--- src/rtl/spi_sram_responder_if.sv ---
// Serial memory bus between the SPI master (CPU or bench) and the SRAM responder,
// bundled with the parallel preload port and the busy flag.
interface spi_sram_responder_if #(
    parameter int ADDR_W = 8
) ();
    logic              cs_n;
    logic              mosi;
    logic              miso;
    logic              miso_oe;
    logic              ld_en;
    logic [ADDR_W-1:0] ld_addr;
    logic [7:0]        ld_data;
    logic              busy;

    modport master (
        output cs_n, mosi, ld_en, ld_addr, ld_data,
        input  miso, miso_oe, busy
    );

    modport slave (
        input  cs_n, mosi, ld_en, ld_addr, ld_data,
        output miso, miso_oe, busy
    );
endinterface

--- src/rtl/spi_sram_responder.sv ---
// SPI-slave byte memory: READ/WRITE opcodes with a 16-bit address and auto-increment,
// SCLK == clk, plus a parallel preload port.
module spi_sram_responder #(
    parameter int          ADDR_W = 8,
    parameter logic [7:0]  CMD_RD = 8'h03,
    parameter logic [7:0]  CMD_WR = 8'h02
) (
    input  logic                 clk,
    input  logic                 rst_n,
    spi_sram_responder_if.slave  bus
);
    localparam int DEPTH = 2 ** ADDR_W;

    typedef enum logic [2:0] {IDLE, CMD, ADDR, WRITE, READ, IGNORE} state_t;

    state_t            state, state_next;
    logic [3:0]        bit_cnt, bit_cnt_next;
    logic [ADDR_W-1:0] addr, addr_next;
    logic [7:0]        rx_shift, rx_next;
    logic [7:0]        tx_shift, tx_next;
    logic              miso_q, miso_next;
    logic              oe_q, oe_next;
    logic              is_read, is_read_next;
    logic              armed, armed_next;
    logic              spi_we;
    logic [7:0]        mem [DEPTH];

    logic [7:0]        rx_in;
    logic [ADDR_W-1:0] addr_in;
    logic [ADDR_W-1:0] addr_inc;

    // Shifting into an ADDR_W-wide register drops wire address bits above ADDR_W.
    assign rx_in    = {rx_shift[6:0], bus.mosi};
    assign addr_in  = ADDR_W'({addr, bus.mosi});
    assign addr_inc = addr + ADDR_W'(1);

    always_comb begin
        state_next   = state;
        bit_cnt_next = bit_cnt;
        addr_next    = addr;
        rx_next      = rx_shift;
        tx_next      = tx_shift;
        miso_next    = miso_q;
        oe_next      = oe_q;
        is_read_next = is_read;
        armed_next   = armed;
        spi_we       = 1'b0;

        if (bus.cs_n) begin
            state_next   = IDLE;
            bit_cnt_next = 4'd0;
            miso_next    = 1'b0;
            oe_next      = 1'b0;
            armed_next   = 1'b1;
        end else begin
            case (state)
                IDLE: begin
                    // Not armed means a reset hit mid-frame; wait for a deselect first.
                    if (armed) begin
                        state_next   = CMD;
                        rx_next      = rx_in;
                        bit_cnt_next = 4'd1;
                    end
                end
                CMD: begin
                    rx_next = rx_in;
                    if (bit_cnt == 4'd7) begin
                        bit_cnt_next = 4'd0;
                        if (rx_in == CMD_RD) begin
                            state_next   = ADDR;
                            is_read_next = 1'b1;
                        end else if (rx_in == CMD_WR) begin
                            state_next   = ADDR;
                            is_read_next = 1'b0;
                        end else begin
                            state_next = IGNORE;
                        end
                    end else begin
                        bit_cnt_next = bit_cnt + 4'd1;
                    end
                end
                ADDR: begin
                    addr_next = addr_in;
                    if (bit_cnt == 4'd15) begin
                        bit_cnt_next = 4'd0;
                        if (is_read) begin
                            tx_next    = mem[addr_in];
                            miso_next  = mem[addr_in][7];
                            oe_next    = 1'b1;
                            state_next = READ;
                        end else begin
                            state_next = WRITE;
                        end
                    end else begin
                        bit_cnt_next = bit_cnt + 4'd1;
                    end
                end
                WRITE: begin
                    rx_next = rx_in;
                    if (bit_cnt == 4'd7) begin
                        spi_we       = 1'b1;
                        addr_next    = addr_inc;
                        bit_cnt_next = 4'd0;
                    end else begin
                        bit_cnt_next = bit_cnt + 4'd1;
                    end
                end
                READ: begin
                    // Fetch the next byte on the edge that would shift past bit 0: no idle bit.
                    if (bit_cnt == 4'd7) begin
                        addr_next    = addr_inc;
                        tx_next      = mem[addr_inc];
                        miso_next    = mem[addr_inc][7];
                        bit_cnt_next = 4'd0;
                    end else begin
                        tx_next      = {tx_shift[6:0], 1'b0};
                        miso_next    = tx_shift[6];
                        bit_cnt_next = bit_cnt + 4'd1;
                    end
                end
                IGNORE: begin
                    miso_next = 1'b0;
                    oe_next   = 1'b0;
                end
                default: state_next = IDLE;
            endcase
        end
    end

    always_ff @(posedge clk) begin
        if (!rst_n) begin
            state    <= IDLE;
            bit_cnt  <= 4'd0;
            addr     <= '0;
            rx_shift <= 8'd0;
            tx_shift <= 8'd0;
            miso_q   <= 1'b0;
            oe_q     <= 1'b0;
            is_read  <= 1'b0;
            armed    <= 1'b0;
        end else begin
            state    <= state_next;
            bit_cnt  <= bit_cnt_next;
            addr     <= addr_next;
            rx_shift <= rx_next;
            tx_shift <= tx_next;
            miso_q   <= miso_next;
            oe_q     <= oe_next;
            is_read  <= is_read_next;
            armed    <= armed_next;
        end
    end

    // Contents survive reset; the SPI commit is written last so it wins a same-address collision.
    always_ff @(posedge clk) begin
        if (bus.ld_en)
            mem[bus.ld_addr] <= bus.ld_data;
        if (spi_we && rst_n)
            mem[addr] <= rx_in;
    end

    assign bus.miso    = miso_q;
    assign bus.miso_oe = oe_q;
    assign bus.busy    = (state != IDLE);
endmodule

--- src/flat_wrapper.sv ---
// flat-port wrapper written by rule: the top's interface ports become plain ports
module spi_sram_responder_flat 
#(
    parameter int          ADDR_W = 8,
    parameter logic [7:0]  CMD_RD = 8'h03,
    parameter logic [7:0]  CMD_WR = 8'h02
)
  (clk, rst_n, bus_cs_n, bus_mosi, bus_ld_en, bus_ld_addr, bus_ld_data, bus_miso, bus_miso_oe, bus_busy);
  spi_sram_responder_if #(.ADDR_W(ADDR_W)) bus_i ();
  input  logic clk;
  input  logic rst_n;
  input wire logic [$bits(bus_i.cs_n)-1:0] bus_cs_n;
  input wire logic [$bits(bus_i.mosi)-1:0] bus_mosi;
  input wire logic [$bits(bus_i.ld_en)-1:0] bus_ld_en;
  input wire logic [$bits(bus_i.ld_addr)-1:0] bus_ld_addr;
  input wire logic [$bits(bus_i.ld_data)-1:0] bus_ld_data;
  output wire logic [$bits(bus_i.miso)-1:0] bus_miso;
  output wire logic [$bits(bus_i.miso_oe)-1:0] bus_miso_oe;
  output wire logic [$bits(bus_i.busy)-1:0] bus_busy;
  assign bus_i.cs_n = bus_cs_n;
  assign bus_i.mosi = bus_mosi;
  assign bus_i.ld_en = bus_ld_en;
  assign bus_i.ld_addr = bus_ld_addr;
  assign bus_i.ld_data = bus_ld_data;
  assign bus_miso = bus_i.miso;
  assign bus_miso_oe = bus_i.miso_oe;
  assign bus_busy = bus_i.busy;
  spi_sram_responder #(.ADDR_W(ADDR_W), .CMD_RD(CMD_RD), .CMD_WR(CMD_WR)) u_core (.clk(clk), .rst_n(rst_n), .bus(bus_i));
endmodule
--- config.mk ---
export PLATFORM = sky130hd
export DESIGN_NAME = spi_sram_responder_flat
export DESIGN_NICKNAME = d
export VERILOG_FILES = /design/src/rtl/spi_sram_responder_if.sv /design/src/rtl/spi_sram_responder.sv /design/src/flat_wrapper.sv
export SDC_FILE = /design/constraint.sdc
export NUM_CORES = 2
export LEC_CHECK = 0
export CAP_MARGIN = 15
export CORE_MARGIN = 8
export CORE_UTILIZATION = 42
export CTS_CLUSTER_SIZE = 25
export DETAILED_ROUTE_END_ITERATION = 10
export DONT_BUFFER_PORTS = 1
export PLACE_DENSITY = 0.53
export SYNTH_ARGS = -nofsm -noshare
export SYNTH_HDL_FRONTEND = slang
export SYNTH_SLANG_ARGS = --single-unit
--- constraint.sdc ---
create_clock -name clk -period 5.2 [get_ports clk]
set_input_delay 1.3 -clock clk [delete_from_list [all_inputs] [get_ports clk]]
set_output_delay 1.3 -clock clk [all_outputs]
set_load 0.02 [all_outputs]
==> flow_metrics.env <==
export IMPL_synth_edf_count=2048
export IMPL_violations="setup timing"
export IMPL_cellLeakagePower_nw=44.53
export IMPL_synth_top_cell_by_area="edfxtp_1"
export IMPL_worstSetupEndpoint="u_core.bus.miso$_SDFFE_PP0P_"
export IMPL_root_buffer="clkbuf_16"
export IMPL_cts_tree="done"
export IMPL_critPathLaunchType="input pin"
export IMPL_rrSetupSlack_ns=0.48
export IMPL_die_area_um2=317300
export IMPL_min_path_type="in2reg"
export IMPL_synthMuxAreaShare_pct=38.23
export IMPL_initial_utilization_pct=42.07
export IMPL_ys_warn_count=0
export IMPL_post_place_ws_ns=0.2984
export IMPL_rsz0062_at_grt="no"
export IMPL_fillers=26160
export IMPL_cpPeakStageDelay_ns=0.66
export IMPL_synth_compound_area_share_pct=4.438
export IMPL_fin_cells=12560
export IMPL_core_um2=299000
export IMPL_irDropWorstVdd_mv=0.3451
export IMPL_grt_pass1_vias=84290
export IMPL_slowest_stage="a2111oi_0"
export IMPL_p_int_mw=28.49
export IMPL_cts_buffer_depth=4
export IMPL_wl_mm=523.7
export IMPL_grt_start_max_net_pins=784
export IMPL_grt_antenna_before_repair=49
export IMPL_final_common_cell="edfxtp_1"
export IMPL_finish_net_count=8359
export IMPL_vias=87670
export IMPL_fin_crit_sh_pct=100.5
export IMPL_drc_errors=0
export IMPL_worst_path_max_fanout=146
export IMPL_synth_top_area_share_pct=48.88
export IMPL_outcome="complete, but fails checks"
export IMPL_crit_top_cell="buf_16"
export IMPL_num_rows=201
export IMPL_synthAdderAreaFrac_pct=0.04973
export IMPL_critPathKind="in2reg"
export IMPL_pwr_share_clk_pct=45.6
export IMPL_dp_cells=12040
export IMPL_grt_overflow=0
export IMPL_fmax_ghz=0.1913
export IMPL_grt_total_usage_pct=31.84
export IMPL_boundaryPins=24
export IMPL_worst_skew_pair_late_latency_ns=0.95
export IMPL_dp_hpwl_mm=332.5
export IMPL_hold_violations=0
export IMPL_first_pass_iters=8
export IMPL_routabilityCongestion=0.9452
export IMPL_post_drt_wl_per_cell_um=41.71
export IMPL_die_w_um=563.3
export IMPL_r2r_end="u_core.tx_shift[1]$_SDFFE_PN0P_"
export IMPL_slew_violations=0
export IMPL_cp_startpoint="bus_mosi"
export IMPL_htree_levels=4
export IMPL_grt_pass1_wl_mm=714.3
export IMPL_yosys_area_share_simple_pct=3.943
export IMPL_syn_nets=8486
export IMPL_critical_path_required_ns=6.02
export IMPL_combPwrFrac_pct=4.1
export IMPL_area_delta_synth_final_pct=10.71
export IMPL_rr_startpoint="u_core.addr[0]$_SDFFE_PN0P_"
export IMPL_drtIter0Drc=14040
export IMPL_layout_cells_most_common_list="edfxtp_1, mux2_2, mux4_2"
export IMPL_netlist_instances=8460
export IMPL_crit_arrival_ns=6.04
export IMPL_synth_ff_type="edfxtp_1"
export IMPL_final_layout_size_suffix_gt1_share_pct=45.92
export IMPL_synth_area_leaders="edfxtp_1, mux2_2, mux4_2, mux2i_1, clkbuf_1"
export IMPL_numCtsBuffers=241
export IMPL_synthXorXnorAreaFrac_pct=0.1114
export IMPL_relSlewSlack_pct=0.4694
export IMPL_async_flop_share_pct=0
export IMPL_synth_distinct_cells=86
export IMPL_powerDensity_nw_per_um2=263.4
export IMPL_worstSetupEndpointType="flop"
export IMPL_ys_seq_area_share_pct=49.41
export IMPL_p_sw_mw=8.203
export IMPL_finalCriticalPeriod_ns=5.226
export IMPL_clk_pin_slew_ns=0.06
export IMPL_setup_slack_ns=-0.02638
export IMPL_port_buffers=0
export IMPL_syn_mean_instance_area_um2=14.87
export IMPL_synth_top_family_by_area="multiplexers"
export IMPL_clock_sinks=2081
export IMPL_ant_nets=0
export IMPL_die_h_um=563.3
export IMPL_synthesis_area_um2=125800
export IMPL_r2r_cells=8
export IMPL_via_per_inst=6.983
export IMPL_max_cap_viol_count=0
export IMPL_p_sw_share_pct=22.36
export IMPL_worst_slew_pin_slew_ns=1.493
export IMPL_setup_viol=1
export IMPL_path_cells="buf_16 -> buf_16 -> buf_16 -> mux4_2 -> mux2i_1 -> nor2_1 -> a2111oi_0 -> o21ai_1 -> a31oi_1 -> o41ai_1"
export IMPL_seq_power_share_pct=50.3
export IMPL_skew_ns=0.05605
export IMPL_ys_ff_latch=2081
==> worst min path at each step <==
stage                                   start                              to  cells after the start
2_1_floorplan  u_core.bit_cnt[1]$_SDFFE_PP0P_  u_core.bit_cnt[1]$_SDFFE_PP0P_                      2
3_3_place_gp   u_core.bit_cnt[1]$_SDFFE_PP0P_  u_core.bit_cnt[1]$_SDFFE_PP0P_                      2
3_5_place_dp   u_core.bit_cnt[1]$_SDFFE_PP0P_  u_core.bit_cnt[1]$_SDFFE_PP0P_                      2
4_1_cts                              bus_cs_n       u_core.armed$_SDFFE_PN0P_                      1
5_1_grt                              bus_cs_n       u_core.armed$_SDFFE_PN0P_                      1
6_report                             bus_cs_n       u_core.armed$_SDFFE_PN0P_                      1
==> cells in the mapped netlist, types with 11 or more instances <==
| master | number |
|---|---|
| edfxtp_1 | 2048 |
| mux2_2 | 1992 |
| mux4_2 | 898 |
| clkbuf_1 | 620 |
| nand2_1 | 607 |
| mux2i_1 | 423 |
| o21ai_0 | 330 |
| buf_2 | 154 |
| nand3_1 | 139 |
| a22oi_1 | 124 |
| mux2_1 | 96 |
| a21oi_1 | 94 |
| nor2_1 | 92 |
| buf_4 | 90 |
| nor3_1 | 57 |
| nand4_1 | 56 |
| buf_6 | 51 |
| o211ai_1 | 46 |
| o22ai_1 | 40 |
| and3_1 | 39 |
| nor2b_1 | 39 |
| dfxtp_1 | 33 |
| a31oi_1 | 29 |
| a211oi_1 | 27 |
| a32oi_1 | 27 |
| buf_1 | 27 |
| a221oi_1 | 26 |
| nand2b_1 | 17 |
| a22o_1 | 13 |
| buf_8 | 13 |
| nor4_1 | 12 |
| and2_1 | 11 |
==> metal layers <==
metal	vias up	GRT usage [%]	wire length [um]
li1	33900	-	-
met5	-	0	122
met1	46740	43.33	206100
met4	18	15.92	27730
met2	5944	47.60	232800
met3	1074	7.781	56920
==> final cells by class <==
type	count	area, um^2	share of cell area (%)
Clock buffer	294	6271	4.503
Sequential cell	2081	62200	44.66
Inverter	9	41.29	0.02965
Clock inverter	146	1190	0.8544
Antenna cell	68	170.2	0.1222
Tap cell	3958	4952	3.556
Timing Repair Buffer	591	5263	3.779
Multi-Input combinational cell	5409	59190	42.50
==> power groups by stage <==
stage	Clock (mW)	Sequential, mW	Combinational, mW
2_1_floorplan	0	18.8	1.25
3_3_place_gp	0	18.8	1.24
3_5_place_dp	0	18.8	1.27
4_1_cts	16.9	18.5	1.28
5_1_grt	17.4	18.5	1.54
6_report	16.7	18.5	1.49
==> flip-flops by register name, indices dropped and copies added, names as in the netlist <==
name	cells
u_core.addr	8
u_core.tx_shift	7
u_core.mem	2048
u_core.is_read	1
u_core.bus.miso_oe	1
u_core.rx_shift	7
u_core.state	3
u_core.bit_cnt	4
u_core.armed	1
u_core.bus.miso	1
==> metrics by stage <==
| stage | cell area (um^2) | power (mW) | setup TNS (ns) | hold WS, ns | utilization [%] |
|---|---|---|---|---|---|
| floorplan | 125800 | 20.06 | 0 | 0.4937 | - |
| global placement | 131400 | 20.06 | 0 | 0.5150 | 43.96 |
| detailed placement | 131500 | 20.10 | 0 | 0.5284 | 43.96 |
| CTS | 138900 | 36.61 | 0 | 0.4378 | 46.46 |
| global route | 139100 | 37.43 | 0 | 0.4589 | 46.53 |
| finish | 139300 | 36.69 | -0.02638 | 0.4776 | 46.58 |
==> critical path, delay by kind of cell <==
kind / cells / cell delay (ns)
simple gates: 1 / 0.20
buf+inv: 3 / 1.41
mux: 2 / 1.03
compound gates: 4 / 1.41
==> cells by family after synthesis <==
group	Yosys count
mux	3414
flops	2081
simple gates	1109
buf+inv	970
compound gates	868
xor+xnor	13
fa+ha+maj	5
==> what timing repair did <==
item	CTS	global route
hold endpoints to repair	0	0
resized for setup	0	1
setup buffers	0	0
endpoints found under the setup margin	0	2
hold buffers	0	0
No activity file was read; power rests on OpenSTA's default activity.
